$ cat src/rtl/mbist_addr_gen.sv
// Memory BIST address generator: walks an address window up or down, one element at a time,
// with a scan chain through the address register.
module mbist_addr_gen #(
  parameter int                      BIST_ADDR_WD    = 9,
  parameter logic [BIST_ADDR_WD-1:0] BIST_ADDR_START = 9'h000,
  parameter logic [BIST_ADDR_WD-1:0] BIST_ADDR_END   = 9'h1F8
) (
  input  logic                    clk,
  input  logic                    rst_n,
  input  logic                    scan_shift,
  input  logic                    sdi,
  output logic                    sdo,
  input  logic                    run,
  input  logic                    last_op,
  input  logic                    op_updown,
  input  logic                    sti_start,
  input  logic                    re_init,
  output logic [BIST_ADDR_WD-1:0] bist_addr,
  output logic                    last_addr,
  output logic                    addr_busy,
  output logic                    addr_done
);

  localparam logic [0:0] IDLE   = 1'b0;
  localparam logic [0:0] ACTIVE = 1'b1;

  localparam logic [BIST_ADDR_WD-1:0] ADDR_ONE = BIST_ADDR_WD'(1);

  logic [0:0]              state_q, state_d;
  logic [BIST_ADDR_WD-1:0] addr_q, addr_d;
  logic                    done_q, done_d;
  logic [BIST_ADDR_WD-1:0] dirStart;
  logic                    step;

  // An out-of-range address also counts as terminal, so stepping can never wrap.
  assign dirStart  = op_updown ? BIST_ADDR_START : BIST_ADDR_END;
  assign last_addr = op_updown ? (addr_q >= BIST_ADDR_END) : (addr_q <= BIST_ADDR_START);
  assign step      = (state_q == ACTIVE) && run && last_op;

  always_comb begin
    state_d = state_q;
    addr_d  = addr_q;
    done_d  = 1'b0;
    if (scan_shift) begin
      addr_d = {sdi, addr_q[BIST_ADDR_WD-1:1]};
    end else if (sti_start || re_init) begin
      addr_d  = dirStart;
      state_d = ACTIVE;
    end else if (step) begin
      if (last_addr) begin
        addr_d  = dirStart;
        state_d = IDLE;
        done_d  = 1'b1;
      end else if (op_updown) begin
        addr_d = addr_q + ADDR_ONE;
      end else begin
        addr_d = addr_q - ADDR_ONE;
      end
    end
  end

  always_ff @(posedge clk or negedge rst_n) begin
    if (!rst_n) begin
      state_q <= IDLE;
      addr_q  <= BIST_ADDR_START;
      done_q  <= 1'b0;
    end else begin
      state_q <= state_d;
      addr_q  <= addr_d;
      done_q  <= done_d;
    end
  end

  assign bist_addr = addr_q;
  assign sdo       = addr_q[0];
  assign addr_busy = (state_q == ACTIVE);
  assign addr_done = done_q;

endmodule

$ cat config.mk
export PLATFORM = sky130hd
export DESIGN_NAME = mbist_addr_gen
export DESIGN_NICKNAME = d
export VERILOG_FILES = /design/src/rtl/mbist_addr_gen.sv
export SDC_FILE = /design/constraint.sdc
export NUM_CORES = 1
export LEC_CHECK = 0
export BUFFER_PORTS_ARGS = -buffer_cell sky130_fd_sc_hd__buf_2
export CORE_MARGIN = 4
export CORE_UTILIZATION = 40
export DETAILED_ROUTE_END_ITERATION = 7
export GPL_TIMING_DRIVEN = 0
export SLEW_MARGIN = 20
export SYNTH_ARGS = -nofsm -noshare
export SYNTH_HDL_FRONTEND = slang
export SYNTH_SLANG_ARGS = --single-unit
$ cat constraint.sdc
create_clock -name clk -period 2.05 [get_ports clk]
set_input_delay 0.1025 -clock clk [delete_from_list [all_inputs] [get_ports clk]]
set_output_delay 0.1025 -clock clk [all_outputs]
set_load 0.02 [all_outputs]
==> impl_metrics.ini <==
[run_status]
status = finished, final reports clean

[logic_synthesis]
synth_area_um2 = 937
ys_warn_count = 0
synth-async-reset-ratio = 1.00
synth_mux_area_frac = 0.0107
ys_types = 35
synth_compound_area_frac = 0.259
synth-simple-area-share = 0.230
synth_top_family_by_area = compound AO/OA/AOI/OAI gates
yosysSeqAreaShare = 0.294
yosysTopAreaCell = dfrtp_1
synthAdderAreaFrac = 0.115
synth_xor_area_frac = 0.0561
syn_nets = 131
syn_area_per_cell_um2 = 8.22
ys.flop_type = dfrtp_1
synth_enable_flop_cells = 0
synth_cells = 114
synth_top_area_frac = 0.294
yosys-top-cells-area = dfrtp_1 (29%), ha_1 (9.3%), nor2_1 (5.6%)
ys_ff_latch = 11

[timing]
rsz0062_at_grt = no
finalCritPeriodShare = 0.936
drv_slew = 0
slew_headroom = 0.702
setup_viol = 0
finalCriticalPeriod_ns = 1.92
finalHoldViolations = 0
fmax_ghz = 0.521
finalClockSkew_ns = 0.00406
worstMarginPinSlew_ns = 0.445

[power_and_ir_drop]
vdd_drop_max_uv = 387
comb_power_share = 0.482
powerDensity_nw_per_um2 = 772
switchingPower_uw = 380
leakage_nw = 0.532
power.share.clock = 0.170
p_total_uw = 888
p_seq_frac = 0.349
p_int_uw = 508
swShare = 0.428

[final_layout]
antenna_cells = 0
drive_gt1_frac = 0.275
nNetsFinal = 160
fin_util = 0.520
fillCellCount = 225
area_delta_synth_final_pct = 22.7
layout_commonest_cell = buf_2
final_cell_mix = buf_2 (21), nor2_1 (14), nand2_1 (9), dfrtp_1 (9), o21ai_0 (8)

[critical_path]
crit_slowest_cell = dfrtp_2
cp.arrival_ns = 2.10
cp_cell_sequence = inv_1, fa_1, nand2b_4, a21oi_2, o21ai_2, mux2i_1, a21oi_1, a211oi_2
path_class = reg2reg
max_stage_delay_ns = 0.42
critPathCaptureType = register
path_max_fanout = 6
crit_required_ns = 2.23
rr_worst_depth = 8
start_kind = register

[detailed_routing]
totalWireLength_um = 2540
vias_per_cell = 5.74
wl_per_cell_um = 15.0
drt-initial-drc-count = 19
antenna_left = 0
drc = 0
first_pass_iters = 5
via_count = 975

[clocking]
cts_inserted_buffers = 3
clockBufferDepth = 2
cts-root-buf = clkbuf_4
htreeDepth = 1
clkTransAtPathRegs_ns = 0.08
cts_tree = built
clock_sinks = 11
clock_latency_ns = 0.26

[floorplan]
coreArea_um2 = 2210
die_area_um2 = 3180
row_count = 17
die_w_um = 56.4
ios = 22
fp.dieH_um = 56.4
start_util = 0.424

[run]
maxCapViolCount = 0

[placement]
dp_hpwl_um = 1840
io_buffers = 21
gp_congestion = 0.843

[min_path]
holdPathStages = 2
min_path_type = in2reg

[grt]
grt_max_degree = 12
grt_pass1_vias = 885
grt_pass1_wl_um = 4020
overflow = 0
grt_usage = 0.157
antenna_found_initial = 0
==> state kept, by name (all words and copies together) (netlist names) <==
register	count
addr_busy	1
addr_done	1
bist_addr	9
==> final cells by class <==
class | instances | area, µm² | share of cell area
sequential | 11 | 278 | 0.242
tap | 28 | 35.0 | 0.0305
timing repair buffer | 24 | 130 | 0.113
multi-input combinational | 95 | 647 | 0.563
buffer | 3 | 15.0 | 0.0131
clock buffer | 4 | 26.3 | 0.0229
inverter | 5 | 18.8 | 0.0163
==> final timing paths <==
| check | start | slack (ns) | to |
|---|---|---|---|
| worst max-delay path | bist_addr[1] | 0.13 | bist_addr[8] |
| worst min-delay path | scan_shift | 0.17 | bist_addr[3] |
| max in group asynchronous | rst_n | 1.59 | bist_addr[0] |
| worst min register to register | addr_busy | 0.56 | addr_busy |
| min in group asynchronous | rst_n | 0.23 | bist_addr[6] |
| worst max register to register | bist_addr[1] | 0.13 | bist_addr[8] |
==> through the flow <==
step                hold slack, ns  area, µm²  setup TNS (ns)  worst slack [ns]  instances
finish                       0.165       1150               0             0.132        170
global route                 0.181       1150               0            0.0197        170
CTS                          0.167       1130               0            0.0287        169
detailed placement         -0.0121       1080          -0.116            -0.116        163
global placement           -0.0152       1080         -0.0555           -0.0555        163
floorplan                   -0.193        938               0            0.0789        114
==> power by group through the flow <==
stage	registers [mW]	clock network [mW]	logic [mW]
5_1_grt	0.314	0.161	0.472
6_report	0.310	0.151	0.428
4_1_cts	0.307	0.150	0.407
3_3_place_gp	0.312	0	0.385
3_5_place_dp	0.313	0	0.394
2_1_floorplan	0.339	0	0.255
==> cells in the mapped netlist (2+ instances only) <==
cell and count:
a21o_1 2, a21oi_1 7, a22oi_1 4, and3_1 3, clkbuf_1 2, dfrtp_1 11
ha_1 7, inv_1 5, nand2_1 9, nand2b_1 3, nand3_1 3, nor2_1 14
nor3_1 5, o211ai_1 3, o21ai_0 10, o21ai_2 2, or3_1 2, xnor2_1 3
xor2_1 3
==> cell families (layout without fill, tap and decap cells) <==
| family | after synthesis | in the layout |
|---|---|---|
| buf+inv | 8 | 36 |
| xor+xnor | 6 | 6 |
| fa+ha+maj | 8 | 8 |
| flops | 11 | 11 |
| mux | 1 | 1 |
| simple gates | 43 | 43 |
| compound gates | 37 | 37 |
==> worst max-delay path, delay by kind of cell, from the launching register on <==
kind / cells / cell delay, ns
multiplexers: 1 / 0.17
flip-flops: 1 / 0.42
buffers and inverters: 1 / 0.07
adder cells (fa/ha/maj): 1 / 0.41
AND/OR/NAND/NOR: 1 / 0.17
AO/OA/AOI/OAI: 4 / 0.60
==> metal layers <==
layer | wire length (µm) | vias to the layer above | global-route usage
li1 | - | 478 | -
met1 | 1210 | 460 | 0.223
met2 | 1180 | 27 | 0.242
met3 | 110 | 10 | 0.0207
met4 | 49 | 0 | 0.0542
met5 | 0 | - | 0
==> timing repair <==
action / in CTS / in global routing
hold buffers: 1 / 0
endpoints found under the setup margin: 1 / 1
pin swaps: 0 / 1
gates resized for setup: 2 / 5
endpoints found under the hold margin: 11 / 0
buffers inserted: 1 / 1
Power figures use the tool's default switching activity.
